<file path="config.mk">
export PLATFORM = sky130hd
export DESIGN_NAME = sec_min_display_mux
export DESIGN_NICKNAME = d
export VERILOG_FILES = /design/src/rtl/sec_min_display_mux.sv
export SDC_FILE = /design/constraint.sdc
export NUM_CORES = 1
export LEC_CHECK = 0
export ABC_AREA = 1
export ABC_CLOCK_PERIOD_IN_PS = 2850
export CORE_MARGIN = 3
export CORE_UTILIZATION = 56
export CTS_BUF_LIST = sky130_fd_sc_hd__clkbuf_4 sky130_fd_sc_hd__clkbuf_8
export DETAILED_ROUTE_END_ITERATION = 16
export PLACE_DENSITY = 0.77
export SLEW_MARGIN = 20
export SYNTH_ARGS = -nofsm -noshare
export SYNTH_HDL_FRONTEND = slang
export SYNTH_SLANG_ARGS = --single-unit
</file>
<file path="constraint.sdc">
create_clock -name clk -period 2.85 [get_ports clk]
set_clock_uncertainty 0.05 [all_clocks]
set_input_delay 0.57 -clock clk [delete_from_list [all_inputs] [get_ports clk]]
set_output_delay 0.57 -clock clk [all_outputs]
set_load 0.05 [all_outputs]
</file>
<file path="src/rtl/sec_min_display_mux.sv">
// MM:SS four-digit common-anode seven-segment scanner with frame snapshot.
// Ports: clk/reset in; BCD digits, blank, lz_blank in; an, seg, dp out (active-low).
module sec_min_display_mux #(
  parameter int REFRESH_DIV = 100000
) (
  input  logic       clk,
  input  logic       reset,
  input  logic [3:0] secUnits,
  input  logic [2:0] secTens,
  input  logic [3:0] minUnits,
  input  logic [2:0] minTens,
  input  logic       blank,
  input  logic       lz_blank,
  output logic [3:0] an,
  output logic [6:0] seg,
  output logic       dp
);

  localparam int RW = $clog2(REFRESH_DIV);
  localparam logic [RW-1:0] RC_MAX = RW'(REFRESH_DIV - 1);

  logic [RW-1:0] rc;
  logic [1:0]    idx;
  logic          tc;

  logic [3:0] snap_su;
  logic [2:0] snap_st;
  logic [3:0] snap_mu;
  logic [2:0] snap_mt;

  logic [3:0] digit;
  logic       digit_ok;
  logic [3:0] an_nxt;
  logic [6:0] seg_nxt;
  logic       dp_nxt;

  assign tc = (rc == RC_MAX);

  function automatic logic [6:0] dec7(input logic [3:0] v);
    logic [6:0] s;
    case (v)
      4'd0:    s = 7'b1000000;
      4'd1:    s = 7'b1111001;
      4'd2:    s = 7'b0100100;
      4'd3:    s = 7'b0110000;
      4'd4:    s = 7'b0011001;
      4'd5:    s = 7'b0010010;
      4'd6:    s = 7'b0000010;
      4'd7:    s = 7'b1111000;
      4'd8:    s = 7'b0000000;
      4'd9:    s = 7'b0010000;
      default: s = 7'b1111111;
    endcase
    return s;
  endfunction

  // Snapshot loads with the 3->0 wrap so a frame never mixes two counts.
  always_ff @(posedge clk) begin
    if (reset) begin
      rc      <= '0;
      idx     <= '0;
      snap_su <= '0;
      snap_st <= '0;
      snap_mu <= '0;
      snap_mt <= '0;
    end else begin
      rc <= tc ? '0 : rc + RW'(1);
      if (tc) idx <= idx + 2'd1;
      if (tc && idx == 2'd3) begin
        snap_su <= secUnits;
        snap_st <= secTens;
        snap_mu <= minUnits;
        snap_mt <= minTens;
      end
    end
  end

  // Tens digits are legal only up to 5; units up to 9.
  always_comb begin
    digit    = '0;
    digit_ok = 1'b0;
    unique case (idx)
      2'd0: begin
        digit    = snap_su;
        digit_ok = (snap_su <= 4'd9);
      end
      2'd1: begin
        digit    = {1'b0, snap_st};
        digit_ok = (snap_st <= 3'd5);
      end
      2'd2: begin
        digit    = snap_mu;
        digit_ok = (snap_mu <= 4'd9);
      end
      2'd3: begin
        digit    = {1'b0, snap_mt};
        digit_ok = (snap_mt <= 3'd5);
      end
    endcase
  end

  always_comb begin
    seg_nxt = digit_ok ? dec7(digit) : 7'b1111111;
    an_nxt  = ~(4'b0001 << idx);
    if (blank || (idx == 2'd3 && lz_blank && snap_mt == 3'd0))
      an_nxt = 4'b1111;
    dp_nxt  = ~((idx == 2'd2) && !blank);
  end

  always_ff @(posedge clk) begin
    if (reset) begin
      an  <= 4'b1111;
      seg <= 7'b1111111;
      dp  <= 1'b1;
    end else begin
      an  <= an_nxt;
      seg <= seg_nxt;
      dp  <= dp_nxt;
    end
  end

endmodule

</file>
==> summary.txt, run 1 <==
Placement
  – IO buf count: 29
  – HPWL Detailed: between 3000 and 4000 µm
  – RD Place Congestion: just under 0.9

Setup path
  – Most used cell along the critical path: inv_1
  – Crit-path cells: inv_1 > ha_1 > inv_1 > nand2_1 > o21ai_2 > inv_1 > ha_1 > inv_1 > nand3_1 > nand2_1 > inv_1 > nand2_1 > nand2_1
  – Critical path's largest stage delay: 0.38 ns
  – Crit. End Element: register
  – Family with the most delay on the worst path: buffers and inverters
  – Worst Path Required: 2.98 ns
  – Crit path DAT: around 2.2 ns
  – Critical-path top delay cell: dfxtp_1
  – Crit start category: register
  – Crit path max fanout: 6
  – Buf+Inv Stages, Crit Path: 5
  – R2r setup slk: 0.78 ns
  – Setup CP Type: register to register

Detailed routing
  – Via count: ~2000
  – DRC viols: 0
  – Via/cell ratio: 4.817
  – DR WL/cell: 10.36 µm
  – 1st-iter DRT viols: 127
  – Post-DRT Antenna Nets: 0
  – Pre-antenna DRT Iters: 5
  – Routed WL: about 4200 µm

Layout
  – Area Overhead vs Synth: 20.06%
  – Most frequent cells in the layout: nand2_1 (101), nor2_1 (56), dfxtp_1 (45), inv_1 (38), clkdlybuf4s50_1 (29)
  – Most common cell after layout, fill and taps aside: nand2_1
  – Fillers: 320
  – Layout cells sized above 1: between 8 and 9%
  – Diodes inserted: 0
  – Register area: around 900 µm²
  – Area of the multi-input gates: 1130 µm²
  – Final nets: ~380

Synth
  – Asr flop ratio synth: 0%
  – Synth Net Count: 352
  – Post-synth EDFFs: 0
  – Synth Area per Inst: 6.853 µm²
  – Netlist cell types: 25
  – Yosys reg bits: 45
  – Seq/Total Area, Yosys: 40.45%
  – Post-synthesis cell count: 325
  – Syn. warnings: 0
  – Post-Syn Area: 2227 µm²
  – Top_reg_cell synth: dfxtp_1

STA
  – RSZ-0062 raised after global routing: false
  – Setup violations, final: 0
  – Final hold violation count: 0
  – Fin crit period: 2.068 ns
  – Period utilization: 72.57%
  – Fin. max-slew vios: 0
  – Rel. slew slack: between 60 and 70%
  – Worst Tran Pin Value: 0.4905 ns
  – Setup TNS: 0 ns
  – Fmax: about 480 MHz

Die
  – Starting Density: between 50 and 60%
  – FP Rows: 22
  – Die Span Y: between 60 and 70 µm
  – Area of the die: 4770 µm²
  – Io pins: 30
  – Chip width: 69.07 µm
  – Core box area: approximately 3700 µm²

Clock tree
  – H-tree depth: 2
  – Clk slew on worst S/H paths: 0.09 ns
  – # hold bufs at CTS: 0
  – CTS sink cnt: 45
  – CTS tree: built
  – Clock buffer depth: 2
  – Clk root buf: clkbuf_8
  – CTS buffer count: 5
  – Total setup buffers inserted after CTS: 0
  – Clock Latency Late Sink: approximately 0.30 ns
  – Post-cts repair resize count: 0

Global route
  – Vias in the first global route: 1735
  – Initial antenna violation count: 0
  – Gr usage total: 17.94%
  – Pin count of the biggest net entering global routing: 29
  – First-pass GRT wire length: about 7200 µm
  – Grt total ovfl: 0

Status
  – Status: finished, final reports clean

Flow run
  – Number of max-cap violations: 0

Pwr
  – Worst vdd ir: 0.0003408 V
  – Total power: 1.279 mW
  – Leakage power: 1.214 nW
  – Pwr per Cell Area: 478.3 nW/µm²

Worst hold path
  – Hold WC Path Type: register to register
final timing paths:
check / start / endpoint / cells past startpoint
max: idx[0] / seg[5] / 13
min: rc[16] / rc[16] / 2
max reg2reg: idx[0] / seg[5] / 13
min reg2reg: rc[16] / rc[16] / 2
cell type report:
type / instances / area share [%]
Inverter: 42 / 5.943
Multi-Input combinational cell: 233 / 42.26
Clock inverter: 3 / 2.433
Sequential cell: 45 / 33.69
Timing Repair Buffer: 29 / 10.86
Clock buffer: 5 / 2.574
Tap cell: 48 / 2.246
per-stage QoR:
stage / std cells / util, % / instance area, µm² / hold slack, ns / setup slack [ns]
3_5_place_dp: 397 / 67.85 / 2540 / 0.4095 / 0.8172
2_1_floorplan: 325 / - / 2227 / 0.3799 / 1.022
3_3_place_gp: 397 / 67.85 / 2540 / 0.4024 / 0.9311
5_1_grt: 405 / 71.42 / 2674 / 0.4688 / 0.5467
6_report: 405 / 71.42 / 2674 / 0.4344 / 0.7817
4_1_cts: 405 / 71.42 / 2674 / 0.4342 / 0.7766
cell families (layout without fill, tap and decap cells):
group | count (synthesis) | count (layout) | synth area share (%)
and+or+nand+nor | 197 | 197 | 37.86
buffers and inverters | 47 | 79 | 8.820
DFF | 45 | 45 | 40.45
AOI/OAI and AO/OA | 21 | 21 | 5.450
adders and majority gates | 9 | 9 | 5.056
xor gates and xnor gates | 6 | 6 | 2.360
routing by layer:
metal	up-vias	global-route usage [%]	part of all wire (%)
met2	51	28.28	43
met3	6	3.936	5.2
li1	1050	-	-
met5	-	0	0
met1	844	24.32	50
met4	0	5.857	1.4
synthesized netlist by cell type, types with 4 or more instances:
| library cell | number | area share, % |
|---|---|---|
| ha_1 | 9 | 5.1 |
| inv_1 | 38 | 6.4 |
| nand2_1 | 101 | 17 |
| nor2_1 | 56 | 9.4 |
| a21oi_1 | 11 | 2.5 |
| dfxtp_1 | 45 | 40 |
| o21ai_0 | 5 | 1.1 |
| nand2_2 | 10 | 2.8 |
| nand3_1 | 16 | 3.6 |
| nand4_1 | 4 | 1.1 |
| xor2_1 | 6 | 2.4 |
report_power, final:
group | internal [mW] | leakage (nW) | switching (mW)
Clock | 0.348 | 0.0681 | 0.216
Sequential | 0.637 | 0.366 | 0.00440
Combinational | 0.0343 | 0.780 | 0.0392
Total | 1.02 | 1.21 | 0.259
registers in the layout, indices dropped and copies added (netlist names):
| signal | flops |
|---|---|
| an | 4 |
| dp | 1 |
| idx | 2 |
| rc | 17 |
| seg | 7 |
| snap_mt | 3 |
| snap_mu | 4 |
| snap_st | 3 |
| snap_su | 4 |
worst min-delay path, cell delays in order (launching register included):
cell and delay [ns]:
dfxtp_1 0.33, nand2_1 0.07, a21oi_1 0.05
No activity file was read; power rests on OpenSTA's default activity.
==> run 2, diff against run 1 <==
- ABC_CLOCK_PERIOD_IN_PS: 2850 -> 1870
- CORE_UTILIZATION: 56 -> 51
- PLACE_DENSITY: 0.77 -> 0.74
- clock period: 2.85 -> 1.87 ns (I/O delays scaled with it)
==> summary.txt, run 2 (synthesized netlist as in run 1, its figures left out) <==
Status
  – Status: finished, final reports clean

Setup path
  – Critical-path top delay cell: clkdlybuf4s50_1
  – Family with the most delay on the worst path: buffers and inverters
  – WP depth: 1
  – Setup CP Type: register to primary output
  – Buf+Inv Stages, Crit Path: 1
  – Critical path's largest stage delay: around 0.79 ns
  – R2r setup slk: 0.16 ns
  – Register-to-Register Path Depth: 11
  – Crit. End Element: primary output
  – Worst r2r src: idx[0]
  – Crit-path cells: clkdlybuf4s50_1
  – Crit path max fanout: 1
  – Crit path DAT: roughly 1.4 ns
  – Worst Path Required: 1.45 ns
  – Crit start category: register
  – Reg2reg end: seg[0]

Global route
  – Gr usage total: 18.05%
  – Vias in the first global route: 1656
  – Pin count of the biggest net entering global routing: 29
  – Initial antenna violation count: 0
  – First-pass GRT wire length: 7389 µm
  – Grt total ovfl: 0

Layout
  – Final nets: 389
  – Area Overhead vs Synth: 20.45%
  – Final Non-Filler Cells: roughly 400
  – Most common cell after layout, fill and taps aside: nand2_1
  – Number of flip-flops in the largest register: 17
  – Most frequent cells in the layout: nand2_1 (101), nor2_1 (55), dfxtp_1 (43), inv_1 (37), clkdlybuf4s50_1 (21)
  – Diodes inserted: 0
  – Biggest register: rc
  – Layout cells sized above 1: 13.54%
  – Final instance area: roughly 2700 µm²
  – Util after Layout: 65.19%
  – Largest regs: rc (17), seg (7)

Worst hold path
  – Hold WC Path Type: register to register
  – WHS Path Cells: 1
  – Hold path endpoint: rc[0]
  – Hold path start: rc[0]

Detailed routing
  – DR WL/cell: 10.47 µm
  – Post-DRT Antenna Nets: 0
  – Via/cell ratio: between 4 and 5
  – Routed WL: between 4000 and 5000 µm
  – 1st-iter DRT viols: 115
  – Via count: 1971
  – DRC viols: 0
  – Pre-antenna DRT Iters: 4

STA
  – Fin crit period: approximately 1.8 ns
  – Rel. slew slack: between 60% and 70%
  – Period utilization: 97.83%
  – Setup violations, final: 0
  – Hold slack: 0.4270 ns
  – Final hold violation count: 0
  – Setup WS post-layout: roughly 0.04 ns
  – Fin. max-slew vios: 0
  – RSZ-0062 raised after global routing: true
  – Worst Tran Pin Value: 0.4996 ns
  – Setup TNS: 0 ns
  – Fmax: 546.6 MHz

Clock tree
  – Clk root buf: clkbuf_8
  – CTS tree: built
  – Clock buffer depth: 2
  – Clock Latency Late Sink: approximately 0.29 ns
  – CTS sink cnt: 45
  – H-tree depth: 2
  – CTS buffer count: 5
  – Clk slew on worst S/H paths: 0.08 ns

Die
  – Io pins: 30
  – Starting Density: between 50% and 60%
  – Chip width: 72.08 µm
  – Core box area: just over 4000 µm²
  – Area of the die: 5196 µm²
  – Die Span Y: 72.08 µm
  – FP Rows: 23

Placement
  – HPWL Detailed: 3185 µm
  – Placed cell count: about 400
  – RD Place Congestion: 0.8487
  – Setup WS pre-CTS: ~0.057 ns
  – IO buf count: 29
  – DP Area: 2565 µm²

Pwr
  – Worst vdd ir: 0.0004510 V
  – Total power: about 1.7 mW
  – Leakage power: 1.223 nW
  – Pwr per Cell Area: 634.2 nW/µm²

Flow run
  – Number of max-cap violations: 0
run 2: final cells by class:
type                       instances  area (µm²)
multi-input combinational        233        1140
clock buffer                       7       90.09
inverter                          42       158.9
fill                             391        1433
tap                               50       62.56
sequential                        45       905.9
timing repair buffer              35       325.3
run 2: how the worst max path moves through the flow:
stage,from,end,slack [ns]
floorplan,idx[0],seg[5],0.04
global placement,idx[0],seg[6],0.11
detailed placement,idx[0],seg[5],0.06
CTS,seg[3],seg[3],0.02
global route,rc[0],snap_st[1],-0.003
finish,seg[3],seg[3],0.04
run 2: what timing repair did:
| action | 4_1_cts | 5_1_grt |
|---|---|---|
| resized for setup | 0 | 10 |
| setup endpoints to repair | 0 | 10 |
| hold buffers | 0 | 0 |
| buffers inserted | 0 | 1 |
run 2: power by group:
part	switching, mW	leakage (nW)	internal [mW]
sequential	0.00671	0.367	0.969
clock	0.306	0.0477	0.308
combinational	0.0600	0.809	0.0522
total	0.372	1.22	1.33
run 2: layer usage:
layer  vias to the layer above  global-route usage [%]  share of wire [%]
li1                       1061                       -                  -
met1                       852                   25.76                 49
met2                        53                   25.58                 42
met3                         5                   4.848                6.9
met4                         0                   7.516                1.8
met5                         -                       0                  0
==> run 3, diff against run 2 <==
- ABC_CLOCK_PERIOD_IN_PS: 1870 -> 1740
- CORE_MARGIN: 3 -> 8
- CORE_UTILIZATION: 51 -> 56
- CTS_BUF_LIST: sky130_fd_sc_hd__clkbuf_4 sky130_fd_sc_hd__clkbuf_8 -> sky130_fd_sc_hd__clkbuf_4
- PLACE_DENSITY: 0.74 -> 0.77
- clock period: 1.87 -> 1.74 ns (I/O delays scaled with it)
==> summary.txt, run 3 (synthesized netlist as in run 1, its figures left out) <==
Status
  – Status: finished, final reports clean

Global route
  – Grt total ovfl: 0
  – Vias in the first global route: 1750
  – Pin count of the biggest net entering global routing: 29
  – Initial antenna violation count: 0
  – First-pass GRT wire length: 7914 µm
  – Gr usage total: between 10% and 20%

STA
  – Setup violations, final: 0
  – RSZ-0062 raised after global routing: true
  – Rel. slew slack: 84.69%
  – Fin crit period: 1.643 ns
  – Setup TNS: 0 ns
  – Fmax: 608.7 MHz
  – Worst Tran Pin Value: 0.2288 ns
  – Period utilization: 94.42%
  – Final hold violation count: 0
  – Fin. max-slew vios: 0

Pwr
  – Sw Share: 23.94%
  – Sequential Power Share: 62.8%
  – Part of the power in combinational logic: 7.6%
  – Worst vdd ir: roughly 0.00057 V
  – Total power: roughly 1.7 mW
  – Sw power: around 0.4 mW
  – Pwr per Cell Area: 603.3 nW/µm²
  – Clock Power Share: 29.6%
  – Pint: 1.270 mW
  – Leakage power: 1.250 nW

Detailed routing
  – 1st-iter DRT viols: 162
  – Via count: 1989
  – Routed WL: 4748 µm
  – Post-DRT Antenna Nets: 0
  – Pre-antenna DRT Iters: 4
  – Via/cell ratio: 4.747
  – DR WL/cell: 11.33 µm
  – DRC viols: 0

Die
  – Area of the die: 6251 µm²
  – Core box area: between 3000 and 4000 µm²
  – Chip width: 79.07 µm
  – FP Rows: 23
  – Io pins: 30
  – Die Span Y: 79.07 µm
  – Starting Density: 56.91%

Clock tree
  – CTS tree: built
  – # hold bufs at CTS: 0
  – H-tree depth: 2
  – CTS sink cnt: 45
  – CTS buffer count: 5
  – Clk root buf: clkbuf_4
  – Clk slew on worst S/H paths: between 0.1 and 0.15 ns
  – Clock Latency Late Sink: around 0.36 ns
  – Clock buffer depth: 2

Worst hold path
  – Hold WC Path Type: register to register
  – Hold path start: rc[16]
  – WHS Path Cells: 2
  – Hold path endpoint: rc[16]

Layout
  – Largest regs: rc (17), seg (7)
  – Fillers: 341
  – Area Overhead vs Synth: 24.27%
  – Most frequent cells in the layout: nand2_1 (97), nor2_1 (54), dfxtp_1 (43), inv_1 (33), buf_4 (22)
  – Layout cells sized above 1: 20.33%
  – Number of flip-flops in the largest register: 17
  – Diodes inserted: 0
  – Most common cell after layout, fill and taps aside: nand2_1
  – Biggest register: rc
  – Final nets: approximately 400

Placement
  – RD Place Congestion: about 0.85
  – HPWL Detailed: 3494 µm
  – IO buf count: 29

Setup path
  – Crit-path cells: inv_6 > ha_4 > inv_4 > nor2_1 > o21bai_2 > buf_4 > ha_1 > nand2_1 > nand2_1 > nand2_1 > nand2_1
  – Register-to-Register Path Depth: 11
  – Crit path max fanout: 6
  – Crit start category: register
  – Worst r2r src: idx[0]
  – R2r setup slk: 0.1 ns
  – Critical-path top delay cell: dfxtp_4
  – Most used cell along the critical path: nand2_1
  – Critical path's largest stage delay: roughly 0.42 ns
  – Worst Path Required: 1.95 ns
  – Reg2reg end: seg[0]
  – Crit. End Element: register
  – Crit path DAT: about 1.9 ns
  – Setup CP Type: register to register

Flow run
  – Number of max-cap violations: 0
## run 3: repair_timing
item | in CTS | in global routing
endpoints found under the setup margin | 3 | 24
resized for setup | 1 | 28
setup buffers | 0 | 2
pin swaps | 0 | 5
## run 3: power by group through the flow
stage,Combinational [mW],Sequential [mW],Clock (mW)
final,0.127,1.05,0.495
after global routing,0.137,1.05,0.578
after CTS,0.125,1.05,0.517
after detailed placement,0.125,1.07,0
after global placement,0.124,1.07,0
after floorplan,0.0305,1.10,0
## run 3: per-layer routing
layer / GRT usage [%] / wire [µm]
met5: 0 / 0
met4: 5.185 / 74
met3: 5.079 / 320
met2: 22.43 / 2104
met1: 21.34 / 2248
## run 3: how the worst max path moves through the flow
| stage | startpoint | end | slack [ns] | cells past startpoint |
|---|---|---|---|---|
| finish | idx[0] | seg[0] | 0.1 | 11 |
| global route | idx[0] | seg[5] | -0.05 | 12 |
| CTS | idx[1] | seg[5] | 0.0007 | 13 |
| detailed placement | idx[0] | seg[5] | 0.0008 | 13 |
| global placement | idx[1] | seg[5] | 0.05 | 13 |
| floorplan | idx[0] | seg[5] | 0.02 | 13 |
## run 3: area by class of cell
class	count	area (µm²)	share of cell area [%]
inverters	42	168.9	6.103
repair buffers	41	366.6	13.25
multi-input cells	233	1206	43.58
flip-flops and latches	45	908.4	32.82
clock inverters	2	10.01	0.3617
well taps	50	62.56	2.260
clock buffers	6	45.04	1.627
## run 3: worst max-delay path: cells and delay by family, from the launching register on
family	cells	cell delay [ns]
buf+inv	3	0.26
simple gates	5	0.27
fa+ha+maj	2	0.35
flops	1	0.42
compound gates	1	0.19
## run 3: through the flow
stage | worst slack, ns | hold slack (ns) | std cells | util, % | area, µm²
floorplan | 0.01956 | 0.3799 | 325 | - | 2232
global placement | 0.05388 | 0.4122 | 409 | 66.56 | 2605
detailed placement | 0.0008386 | 0.4183 | 409 | 66.56 | 2605
CTS | 0.0007288 | 0.4373 | 417 | 68.00 | 2661
global route | -0.04803 | 0.4775 | 419 | 70.72 | 2768
finish | 0.09703 | 0.4372 | 419 | 70.72 | 2768
